**config.mk**
```make
export PLATFORM = sky130hd
export DESIGN_NAME = bsg_cgol_host_ctrl_flat
export DESIGN_NICKNAME = d
export VERILOG_FILES = /design/src/rtl/bsg_cgol_host_ctrl_if.sv /design/src/rtl/bsg_cgol_host_ctrl.sv /design/src/flat_wrapper.sv
export SDC_FILE = /design/constraint.sdc
export NUM_CORES = 1
export LEC_CHECK = 0
export ABC_AREA = 1
export BUFFER_PORTS_ARGS = -buffer_cell sky130_fd_sc_hd__buf_2
export CORE_MARGIN = 3
export CORE_UTILIZATION = 40
export CTS_CLUSTER_DIAMETER = 120
export CTS_CLUSTER_SIZE = 12
export DETAILED_ROUTE_END_ITERATION = 7
export GPL_TIMING_DRIVEN = 0
export PLACE_DENSITY = 0.78
export SETUP_SLACK_MARGIN = 0.02
export SLEW_MARGIN = 10
export SYNTH_ARGS = -nofsm -noshare
export SYNTH_HDL_FRONTEND = slang
export SYNTH_SLANG_ARGS = --single-unit
export TNS_END_PERCENT = 1
```
**constraint.sdc**
```tcl
create_clock -name clk_i -period 5.4 [get_ports clk_i]
set_clock_uncertainty 0.15 [all_clocks]
set_input_delay 0.27 -clock clk_i [delete_from_list [all_inputs] [get_ports clk_i]]
set_output_delay 0.27 -clock clk_i [all_outputs]
set_load 0.05 [all_outputs]
```
**src/rtl/bsg_cgol_host_ctrl_if.sv**
```systemverilog
// Channel bundle between the host controller, the job source, the CGOL controller/cell array and the result consumer.
// Latency: none, wires only.
// Backpressure: carries job ready/valid, controller ready/valid and valid/yumi, and result valid/yumi handshakes.
interface bsg_cgol_host_ctrl_if #(
    parameter int max_game_length_p = 1024,
    parameter int board_width_p     = 8
);
    localparam int game_len_width_lp = (max_game_length_p + 1 > 1) ? $clog2(max_game_length_p + 1) : 1;
    localparam int board_bits_lp     = board_width_p * board_width_p;

    // job source side
    logic [game_len_width_lp-1:0] job_frames_i;
    logic [board_bits_lp-1:0]     job_board_i;
    logic                         job_v_i;
    logic                         job_ready_o;
    // controller / cell array side
    logic [game_len_width_lp-1:0] frames_o;
    logic [board_bits_lp-1:0]     board_o;
    logic                         v_o;
    logic                         ready_i;
    logic                         v_i;
    logic [board_bits_lp-1:0]     board_i;
    logic                         yumi_o;
    // result side
    logic [board_bits_lp-1:0]     result_board_o;
    logic [game_len_width_lp-1:0] result_frames_o;
    logic                         result_err_o;
    logic                         result_v_o;
    logic                         result_yumi_i;
    logic [15:0]                  games_done_o;

    // view of the host controller itself
    modport slave (
        input  job_frames_i, job_board_i, job_v_i, ready_i, v_i, board_i, result_yumi_i,
        output job_ready_o, frames_o, board_o, v_o, yumi_o,
               result_board_o, result_frames_o, result_err_o, result_v_o, games_done_o
    );

    // view of the surrounding environment driving the controller
    modport master (
        output job_frames_i, job_board_i, job_v_i, ready_i, v_i, board_i, result_yumi_i,
        input  job_ready_o, frames_o, board_o, v_o, yumi_o,
               result_board_o, result_frames_o, result_err_o, result_v_o, games_done_o
    );
endinterface

```
**src/rtl/bsg_cgol_host_ctrl.sv**
```systemverilog
// Host-side initiator: takes one CGOL job, runs it on the controller, returns the final board.
// Latency: job accept -> v_o 1 cycle; controller v_i -> result_v_o 1 cycle; one job in flight.
// Backpressure: job_ready_o only in IDLE; v_o held until ready_i; result held until result_yumi_i.
// Optional watchdog + terminal FAULT state enabled by defining BSG_CGOL_HOST_TIMEOUT_EN.
module bsg_cgol_host_ctrl #(
    parameter int max_game_length_p = 1024,
    parameter int board_width_p     = 8,
    parameter int timeout_cycles_p  = 4096
) (
    input  logic clk_i,
    input  logic reset_i,
    bsg_cgol_host_ctrl_if.slave bus
);
    localparam int game_len_width_lp = (max_game_length_p + 1 > 1) ? $clog2(max_game_length_p + 1) : 1;
    localparam int board_bits_lp     = board_width_p * board_width_p;

    localparam logic [2:0] S_IDLE   = 3'd0;
    localparam logic [2:0] S_ISSUE  = 3'd1;
    localparam logic [2:0] S_WAIT   = 3'd2;
    localparam logic [2:0] S_RESULT = 3'd3;
`ifdef BSG_CGOL_HOST_TIMEOUT_EN
    localparam logic [2:0] S_FAULT  = 3'd4;
    localparam int timer_width_lp   = (timeout_cycles_p + 1 > 1) ? $clog2(timeout_cycles_p + 1) : 1;
`else
    localparam int unused_timeout_lp = timeout_cycles_p;
`endif

    logic [2:0]                   r_state;
    logic [2:0]                   w_state_n;
    logic [board_bits_lp-1:0]     r_board;
    logic [game_len_width_lp-1:0] r_frames;
    logic [board_bits_lp-1:0]     r_res_board;
    logic [game_len_width_lp-1:0] r_res_frames;
    logic [15:0]                  r_games_done;
    logic [game_len_width_lp-1:0] w_job_frames;
    logic                         w_accept;
    logic                         w_issue_hs;
    logic                         w_done;
    logic                         w_res_taken;
    logic                         w_timeout;
`ifdef BSG_CGOL_HOST_TIMEOUT_EN
    logic [timer_width_lp-1:0]    r_timer;
    logic                         r_res_err;
`endif

    // Requests longer than the controller supports are clamped rather than rejected.
    assign w_job_frames = (bus.job_frames_i > game_len_width_lp'(max_game_length_p))
                        ? game_len_width_lp'(max_game_length_p) : bus.job_frames_i;

    assign w_accept    = (r_state == S_IDLE)   & bus.job_v_i;
    assign w_issue_hs  = (r_state == S_ISSUE)  & bus.ready_i;
    assign w_done      = (r_state == S_WAIT)   & bus.v_i;
    assign w_res_taken = (r_state == S_RESULT) & bus.result_yumi_i;

`ifdef BSG_CGOL_HOST_TIMEOUT_EN
    // Watchdog fires on the last permitted WAIT cycle when the controller stays silent.
    assign w_timeout = (r_state == S_WAIT) & ~bus.v_i
                     & (r_timer == timer_width_lp'(timeout_cycles_p - 1));
`else
    assign w_timeout = 1'b0;
`endif

    // Next-state selection for the job sequencer.
    always_comb begin
        w_state_n = r_state;
        case (r_state)
            S_IDLE: begin
                if (bus.job_v_i) begin
                    // A 0-frame game cannot be terminated by the controller, so skip it.
                    w_state_n = (w_job_frames == '0) ? S_RESULT : S_ISSUE;
                end
            end
            S_ISSUE: begin
                if (bus.ready_i) w_state_n = S_WAIT;
            end
            S_WAIT: begin
                if (bus.v_i || w_timeout) w_state_n = S_RESULT;
            end
            S_RESULT: begin
                if (bus.result_yumi_i) begin
`ifdef BSG_CGOL_HOST_TIMEOUT_EN
                    w_state_n = r_res_err ? S_FAULT : S_IDLE;
`else
                    w_state_n = S_IDLE;
`endif
                end
            end
`ifdef BSG_CGOL_HOST_TIMEOUT_EN
            S_FAULT: w_state_n = S_FAULT;
`endif
            default: w_state_n = S_IDLE;
        endcase
    end

    // State register; reset abandons any job in flight.
    always_ff @(posedge clk_i or posedge reset_i) begin
        if (reset_i) r_state <= S_IDLE;
        else         r_state <= w_state_n;
    end

    // Latch the accepted job; board_o keeps showing it until the next job.
    always_ff @(posedge clk_i or posedge reset_i) begin
        if (reset_i) begin
            r_board  <= '0;
            r_frames <= '0;
        end else if (w_accept) begin
            r_board  <= bus.job_board_i;
            r_frames <= w_job_frames;
        end
    end

    // Capture the result: input board for 0-frame jobs, cell array board on completion,
    // original board when the watchdog gives up.
    always_ff @(posedge clk_i or posedge reset_i) begin
        if (reset_i) begin
            r_res_board  <= '0;
            r_res_frames <= '0;
        end else if (w_accept && (w_job_frames == '0)) begin
            r_res_board  <= bus.job_board_i;
            r_res_frames <= '0;
        end else if (w_done) begin
            r_res_board  <= bus.board_i;
            r_res_frames <= r_frames;
        end else if (w_timeout) begin
            r_res_board  <= r_board;
            r_res_frames <= r_frames;
        end
    end

`ifdef BSG_CGOL_HOST_TIMEOUT_EN
    // Error flag tracks whether the current result came from the watchdog.
    always_ff @(posedge clk_i or posedge reset_i) begin
        if (reset_i)                                 r_res_err <= 1'b0;
        else if (w_accept && (w_job_frames == '0))   r_res_err <= 1'b0;
        else if (w_done)                             r_res_err <= 1'b0;
        else if (w_timeout)                          r_res_err <= 1'b1;
    end

    // WAIT-cycle counter, restarted on every issue handshake.
    always_ff @(posedge clk_i or posedge reset_i) begin
        if (reset_i)                 r_timer <= '0;
        else if (w_issue_hs)         r_timer <= '0;
        else if (r_state == S_WAIT)  r_timer <= r_timer + 1'b1;
    end
`endif

    // Completed-result counter, including error results; wraps naturally.
    always_ff @(posedge clk_i or posedge reset_i) begin
        if (reset_i)          r_games_done <= '0;
        else if (w_res_taken) r_games_done <= r_games_done + 16'd1;
    end

    assign bus.job_ready_o     = (r_state == S_IDLE);
    assign bus.v_o             = (r_state == S_ISSUE);
    assign bus.frames_o        = r_frames;
    assign bus.board_o         = r_board;
`ifdef BSG_CGOL_HOST_TIMEOUT_EN
    // Stray completions in FAULT are drained so the controller never wedges.
    assign bus.yumi_o          = bus.v_i & ((r_state == S_WAIT) | (r_state == S_FAULT));
    assign bus.result_err_o    = r_res_err;
`else
    assign bus.yumi_o          = w_done;
    assign bus.result_err_o    = 1'b0;
`endif
    assign bus.result_v_o      = (r_state == S_RESULT);
    assign bus.result_board_o  = r_res_board;
    assign bus.result_frames_o = r_res_frames;
    assign bus.games_done_o    = r_games_done;
endmodule

```
**src/flat_wrapper.sv**
```systemverilog
// flat-port wrapper written by rule: the top's interface ports become plain ports
module bsg_cgol_host_ctrl_flat 
#(
    parameter int max_game_length_p = 1024,
    parameter int board_width_p     = 8,
    parameter int timeout_cycles_p  = 4096
)
  (clk_i, reset_i, bus_job_frames_i, bus_job_board_i, bus_job_v_i, bus_ready_i, bus_v_i, bus_board_i, bus_result_yumi_i, bus_job_ready_o, bus_frames_o, bus_board_o, bus_v_o, bus_yumi_o, bus_result_board_o, bus_result_frames_o, bus_result_err_o, bus_result_v_o, bus_games_done_o);
  bsg_cgol_host_ctrl_if #(.max_game_length_p(max_game_length_p), .board_width_p(board_width_p)) bus_i ();
  input  logic clk_i;
  input  logic reset_i;
  input wire logic [$bits(bus_i.job_frames_i)-1:0] bus_job_frames_i;
  input wire logic [$bits(bus_i.job_board_i)-1:0] bus_job_board_i;
  input wire logic [$bits(bus_i.job_v_i)-1:0] bus_job_v_i;
  input wire logic [$bits(bus_i.ready_i)-1:0] bus_ready_i;
  input wire logic [$bits(bus_i.v_i)-1:0] bus_v_i;
  input wire logic [$bits(bus_i.board_i)-1:0] bus_board_i;
  input wire logic [$bits(bus_i.result_yumi_i)-1:0] bus_result_yumi_i;
  output wire logic [$bits(bus_i.job_ready_o)-1:0] bus_job_ready_o;
  output wire logic [$bits(bus_i.frames_o)-1:0] bus_frames_o;
  output wire logic [$bits(bus_i.board_o)-1:0] bus_board_o;
  output wire logic [$bits(bus_i.v_o)-1:0] bus_v_o;
  output wire logic [$bits(bus_i.yumi_o)-1:0] bus_yumi_o;
  output wire logic [$bits(bus_i.result_board_o)-1:0] bus_result_board_o;
  output wire logic [$bits(bus_i.result_frames_o)-1:0] bus_result_frames_o;
  output wire logic [$bits(bus_i.result_err_o)-1:0] bus_result_err_o;
  output wire logic [$bits(bus_i.result_v_o)-1:0] bus_result_v_o;
  output wire logic [$bits(bus_i.games_done_o)-1:0] bus_games_done_o;
  assign bus_i.job_frames_i = bus_job_frames_i;
  assign bus_i.job_board_i = bus_job_board_i;
  assign bus_i.job_v_i = bus_job_v_i;
  assign bus_i.ready_i = bus_ready_i;
  assign bus_i.v_i = bus_v_i;
  assign bus_i.board_i = bus_board_i;
  assign bus_i.result_yumi_i = bus_result_yumi_i;
  assign bus_job_ready_o = bus_i.job_ready_o;
  assign bus_frames_o = bus_i.frames_o;
  assign bus_board_o = bus_i.board_o;
  assign bus_v_o = bus_i.v_o;
  assign bus_yumi_o = bus_i.yumi_o;
  assign bus_result_board_o = bus_i.result_board_o;
  assign bus_result_frames_o = bus_i.result_frames_o;
  assign bus_result_err_o = bus_i.result_err_o;
  assign bus_result_v_o = bus_i.result_v_o;
  assign bus_games_done_o = bus_i.games_done_o;
  bsg_cgol_host_ctrl #(.max_game_length_p(max_game_length_p), .board_width_p(board_width_p), .timeout_cycles_p(timeout_cycles_p)) u_core (.clk_i(clk_i), .reset_i(reset_i), .bus(bus_i));
endmodule
```
==> impl_metrics.env, run 1 <==
export IMPL_status="complete, no violations"
export IMPL_critPathKind="register to register"
export IMPL_post_route_period_util_pct=51.4
export IMPL_ctsResizeCount=0
export IMPL_synth_common_cells="nand2_1, dfrtp_1, inv_1"
export IMPL_insertion_delay_ns=0.42
export IMPL_final_nets=1495
export IMPL_grt_setup_unrepaired="no"
export IMPL_combPwrFrac_pct=55.1
export IMPL_critPathArrivalTime_ns=2.93
export IMPL_required_ns=5.55
export IMPL_critPathMaxFanout=10
export IMPL_drive_gt1_share_pct=29.7
export IMPL_grtUsageTotal_pct=24.4
export IMPL_start_util_pct=41.4
export IMPL_p_switching_w=0.00395
export IMPL_avgViaCountPerCell=4.75
export IMPL_grt_pass1_vias=8003
export IMPL_finalSetupViolCount=0
export IMPL_p_leak_nw=6.70
export IMPL_timing_hold_ws_ns=0.0142
export IMPL_synth_fp_nets=1067
export IMPL_synth_cells=916
export IMPL_cts_path_max_buffers=2
export IMPL_gp_congestion=0.867
export IMPL_internal_power_w=0.00354
export IMPL_cts_tree="built"
export IMPL_worstPathCellList="inv_1, ha_1, nand2_1, buf_2, mux2i_1, inv_1, nand2_1, o21ai_0, dlygate4sd3_1"
export IMPL_hp_class="input pin to register"
export IMPL_cts_hold_buffers_added=95
export IMPL_synth_area_um2=7870
export IMPL_areaGrowthSynthToFinish_pct=43.8
export IMPL_cap_viol_max_count=0
export IMPL_drc=0
export IMPL_critPathLaunchType="register"
export IMPL_vias=7669
export IMPL_seq_area_frac_synth_pct=53.4
export IMPL_die_h_um=146
export IMPL_critPathCaptureType="register"
export IMPL_drv_slew=0
export IMPL_drtIter0Drc=321
export IMPL_io_pins=316
export IMPL_switching_share_pct=52.8
export IMPL_die_x_um=146
export IMPL_period_needed_ns=2.78
export IMPL_antenna_found_initial=1
export IMPL_place_ws_ns=3.11
export IMPL_ys_types=27
export IMPL_clkPwrFrac_pct=16.2
export IMPL_syn_avg_cell_area_um2=8.60
export IMPL_fill_cells=1658
export IMPL_io_buffers=313
export IMPL_dieArea_um2=21400
export IMPL_path_clk_slew_ns=0.07
export IMPL_ctsRootBufferMaster="clkbuf_16"
export IMPL_drt_first_pass_iters=5
export IMPL_async_flop_share_pct=100
export IMPL_core_area_um2=19000
export IMPL_ys_flop_type="dfrtp_1"
export IMPL_peakVddDrop_uv=354
export IMPL_routed_wl_um=26100
export IMPL_worst_slack_ns=2.62
export IMPL_max_clock_freq_mhz=360
export IMPL_p_seq_share_pct=28.7
export IMPL_critical_path_slowest_cell="dlygate4sd3_1"
export IMPL_yosysWarnings=0
export IMPL_grt_overflow=0
export IMPL_grt_pass1_wl_um=41800
export IMPL_htreeDepth=4
export IMPL_hpwl_um=18200
export IMPL_post_cts_setup_buffer_count=0
export IMPL_postRouteAntennaNets=0
export IMPL_wl_per_cell_um=16.1
export IMPL_yosysMostFrequentCell="nand2_1"
export IMPL_cts_num_sinks=168
export IMPL_hold_violations=0
export IMPL_yosys_area_top_type="dfrtp_1"
export IMPL_synth_area_leaders="dfrtp_1, nand2_1, inv_1"
export IMPL_worst_slew_pin_slew_ns=0.622
export IMPL_synth_seq_cells=168
export IMPL_powerDensity_nw_per_um2=661
export IMPL_synth_top_area_share_pct=53.4
export IMPL_synth_edf_count=0
export IMPL_relSlewSlack_pct=58.5
export IMPL_cts_made_buffers=17
export IMPL_max_stage_delay_ns=0.58
export IMPL_rows=50
export IMPL_grt_max_degree=89
[per-stage QoR]
| step | util [%] | power [W] | cells | instance area (µm²) | setup TNS, ns |
|---|---|---|---|---|---|
| after floorplan | - | 0.00508 | 916 | 7870 | 0 |
| after global placement | 51.3 | 0.00601 | 1489 | 9770 | -253.19 |
| after detailed placement | 51.5 | 0.00610 | 1490 | 9800 | 0 |
| after CTS | 59.5 | 0.00749 | 1615 | 11300 | 0 |
| after global routing | 59.6 | 0.00790 | 1616 | 11300 | 0 |
| final | 59.6 | 0.00749 | 1616 | 11300 | 0 |
[layout by cell type (no fill, tap or decap), drive strengths merged]
| master | n |
|---|---|
| dfrtp | 168 |
| clkinv | 5 |
| a21oi | 1 |
| inv | 146 |
| nand3 | 48 |
| conb | 1 |
| ha | 6 |
| bufinv | 2 |
| nand4 | 24 |
| a22oi | 1 |
| nor3 | 3 |
| or2 | 1 |
| clkbuf | 37 |
| diode | 1 |
| nor2 | 40 |
| nand3b | 1 |
| buf | 343 |
| xnor2 | 7 |
| dlygate4sd3 | 95 |
| xor2 | 5 |
| mux2i | 43 |
| o22ai | 2 |
| clkinvlp | 2 |
| nand2 | 283 |
| o21ai | 91 |
[routing by layer]
metal	GRT usage (%)	wire length [µm]	vias to the layer above
li1	-	-	3709
met1	30.2	10500	3589
met2	41.4	12900	305
met3	4.78	1620	66
met4	11.0	971	0
met5	0	0	-
[sequential cells by signal (all words and copies together), names as in the netlist]
register                    count
u_core.bus.board_o             64
u_core.bus.games_done_o        16
u_core.r_state                  2
u_core.bus.result_board_o      64
u_core.bus.frames_o            11
u_core.bus.result_frames_o     11
[area by class of cell]
| cell class | instances | area (µm²) | share of cell area [%] |
|---|---|---|---|
| Antenna cell | 1 | 2.50 | 0.0221 |
| Timing Repair Buffer | 409 | 2540 | 22.5 |
| Buffer | 49 | 298 | 2.63 |
| Clock inverter | 13 | 146 | 1.29 |
| Sequential cell | 168 | 4200 | 37.1 |
| Clock buffer | 17 | 425 | 3.76 |
| Multi-Input combinational cell | 557 | 2840 | 25.1 |
| Tap cell | 260 | 325 | 2.87 |
| Inverter | 142 | 541 | 4.77 |
[worst max-delay path, delay by kind of cell, from the launching register on]
| kind | cells | cell delay (ns) |
|---|---|---|
| DFF | 1 | 0.41 |
| muxes | 1 | 0.25 |
| AOI/OAI and AO/OA | 1 | 0.08 |
| adders and majority gates | 1 | 0.22 |
| buffers and inverters | 4 | 1.14 |
| and+or+nand+nor | 2 | 0.39 |
[power by group through the flow]
stage / Sequential, W / Combinational [W] / Clock, W
floorplan: 0.00403 / 0.00104 / 0
global placement: 0.00213 / 0.00388 / 0
detailed placement: 0.00215 / 0.00395 / 0
CTS: 0.00214 / 0.00412 / 0.00123
global route: 0.00221 / 0.00439 / 0.00129
finish: 0.00215 / 0.00413 / 0.00121
[path summary, 6_finish.rpt]
path                                              from                       endpoint  slack, ns  cells after the start
worst max-delay path                 u_core.r_state[0]  u_core.bus.result_board_o[57]       2.62                      9
worst min-delay path                   bus_board_i[61]  u_core.bus.result_board_o[61]       0.01                      5
worst max register to register       u_core.r_state[0]  u_core.bus.result_board_o[57]       2.62                      9
worst min register to register  u_core.bus.board_o[12]         u_core.bus.board_o[12]       0.32                      2
max in group asynchronous                      reset_i  u_core.bus.result_frames_o[8]       3.92                      4
min in group asynchronous                      reset_i         u_core.bus.board_o[51]       0.33                      3
[cells by family (layout without fill, tap and decap cells)]
kind of cell / after synthesis / count (layout) / synth area share, %
compound gates: 95 / 95 / 7.29
xor+xnor: 12 / 12 / 1.33
fa+ha+maj: 6 / 6 / 0.953
buf+inv: 191 / 630 / 10.6
flops: 168 / 168 / 53.4
mux: 43 / 43 / 5.47
other cells: 1 / 2 / 0.0476
simple gates: 400 / 400 / 21.0
Power figures use the tool's default switching activity.
==> run 2, diff against run 1 <==
==> constraint.sdc (replaced) <==
create_clock -name clk_i -period 2.7 [get_ports clk_i]
set_clock_uncertainty 0.15 [all_clocks]
set_input_delay 0.135 -clock clk_i [delete_from_list [all_inputs] [get_ports clk_i]]
set_output_delay 0.135 -clock clk_i [all_outputs]
set_load 0.05 [all_outputs]
==> impl_metrics.env, run 2 (synthesis gave the netlist of run 1 again) <==
export IMPL_final_nets=1556
export IMPL_worst_slack_ns=0.221
export IMPL_drtIter0Drc=395
export IMPL_antenna_found_initial=2
export IMPL_p_leak_nw=6.95
export IMPL_multi_input_area_um2=2860
export IMPL_insertion_delay_ns=0.41
export IMPL_gp_congestion=0.855
export IMPL_critPathMaxFanout=10
export IMPL_drv_slew=0
export IMPL_rr_worst_depth=9
export IMPL_grt_pass1_wl_um=45400
export IMPL_finalSetupViolCount=0
export IMPL_cap_viol_max_count=0
export IMPL_ctsRootBufferMaster="clkbuf_16"
export IMPL_grtUsageTotal_pct=26.5
export IMPL_grt_setup_unrepaired="no"
export IMPL_status="complete, no violations"
export IMPL_dpl_cell_area_um2=9880
export IMPL_powerDensity_nw_per_um2=1250
export IMPL_critPathArrivalTime_ns=2.62
export IMPL_wl_per_cell_um=17.0
export IMPL_cts_path_max_buffers=2
export IMPL_period_needed_ns=2.48
export IMPL_vias=8243
export IMPL_path_clk_slew_ns=0.07
export IMPL_relSlewSlack_pct=61.3
export IMPL_die_h_um=146
export IMPL_timing_hold_ws_ns=0.0625
export IMPL_worst_r2r_setup_slack_ns=0.22
export IMPL_htreeDepth=4
export IMPL_dieArea_um2=21400
export IMPL_hold_violations=0
export IMPL_cts_made_buffers=17
export IMPL_grt_max_degree=38
export IMPL_grt_overflow=0
export IMPL_core_area_um2=19000
export IMPL_rows=50
export IMPL_setup_tns_ns=0
export IMPL_critPathCaptureType="register"
export IMPL_start_util_pct=41.4
export IMPL_fin_util_pct=63.2
export IMPL_hp_start="bus_result_yumi_i"
export IMPL_die_x_um=146
export IMPL_min_path_cells=3
export IMPL_fill_cells=1506
export IMPL_io_pins=316
export IMPL_max_clock_freq_mhz=403
export IMPL_regToRegEndpoint="u_core.bus.result_board_o[61]"
export IMPL_cts_num_sinks=168
export IMPL_hp_class="input pin to register"
export IMPL_final_common_cell="buf_2"
export IMPL_cts_tree="built"
export IMPL_place_ws_ns=0.444
export IMPL_avgViaCountPerCell=4.91
export IMPL_layout_common_cells="buf_2, nand2_1, dfrtp_1"
export IMPL_worstReg2RegStart="u_core.r_state[0]"
export IMPL_design_area_um2=12000
export IMPL_drc=0
export IMPL_peakVddDrop_uv=717
export IMPL_critPathLaunchType="register"
export IMPL_worst_slew_pin_slew_ns=0.581
export IMPL_routed_wl_um=28600
export IMPL_post_route_period_util_pct=91.8
export IMPL_drive_gt1_share_pct=28.8
export IMPL_postRouteAntennaNets=0
export IMPL_seq_area_um2=4200
export IMPL_required_ns=2.84
export IMPL_hpwl_um=18400
export IMPL_grt_pass1_vias=8699
export IMPL_io_buffers=313
export IMPL_min_to="u_core.bus.games_done_o[0]"
export IMPL_critPathKind="register to register"
export IMPL_post_cts_setup_buffer_count=0
export IMPL_areaGrowthSynthToFinish_pct=52.6
export IMPL_drt_first_pass_iters=6
run 2: how the worst max path moves through the flow:
stage | from | to | slack (ns)
5_1_grt | u_core.r_state[1] | u_core.bus.frames_o[1] | 0.06
2_1_floorplan | reset_i | u_core.bus.board_o[0] | 0.27
3_3_place_gp | reset_i | u_core.bus.games_done_o[10] | -0.79
3_5_place_dp | u_core.r_state[0] | u_core.bus.result_board_o[10] | 0.44
6_report | u_core.r_state[0] | u_core.bus.result_board_o[61] | 0.22
4_1_cts | u_core.r_state[0] | u_core.bus.result_board_o[61] | 0.03
run 2: per-layer routing:
metal | vias to the layer above | wire length, µm | global-route usage (%)
li1 | 3829 | - | -
met1 | 3859 | 11100 | 31.7
met2 | 433 | 14000 | 44.5
met3 | 122 | 1850 | 5.68
met4 | 0 | 1620 | 14.8
met5 | - | 0 | 0
run 2: worst max-delay path: stages, from the launching register on:
cell           delay (ns)
dfrtp_1              0.41
inv_1                0.09
ha_1                 0.24
nand2_2              0.19
clkbuf_4             0.32
mux2i_1              0.24
inv_1                0.06
nand2_1              0.06
o21ai_2              0.05
dlygate4sd3_1        0.54
run 2: what timing repair did:
action,in CTS,in global routing
setup endpoints to repair,0,2
endpoints found under the hold margin,227,0
resized for setup,0,4
hold buffers,153,0
run 2: power by group:
group	internal (W)	switching [W]	leakage (nW)
logic	0.00199	0.00627	4.57
registers	0.00363	0.000694	2.10
clock network	0.00140	0.00107	0.282
total	0.00702	0.00803	6.95
run 2: final cells by class:
| cell class | instances | share of cell area (%) |
|---|---|---|
| diodes | 2 | 0.0417 |
| plain buffers | 48 | 2.47 |
| clock buffers | 19 | 3.69 |
| clock inverters | 13 | 1.20 |
| inverters | 142 | 4.47 |
| multi-input cells | 557 | 23.8 |
| flip-flops and latches | 168 | 35.0 |
| well taps | 260 | 2.71 |
| repair buffers | 471 | 26.7 |
run 2: per-stage QoR:
stage | instances | total power [W]
floorplan | 916 | 0.0102
global placement | 1489 | 0.0120
detailed placement | 1494 | 0.0122
CTS | 1679 | 0.0149
global route | 1680 | 0.0158
finish | 1680 | 0.0151
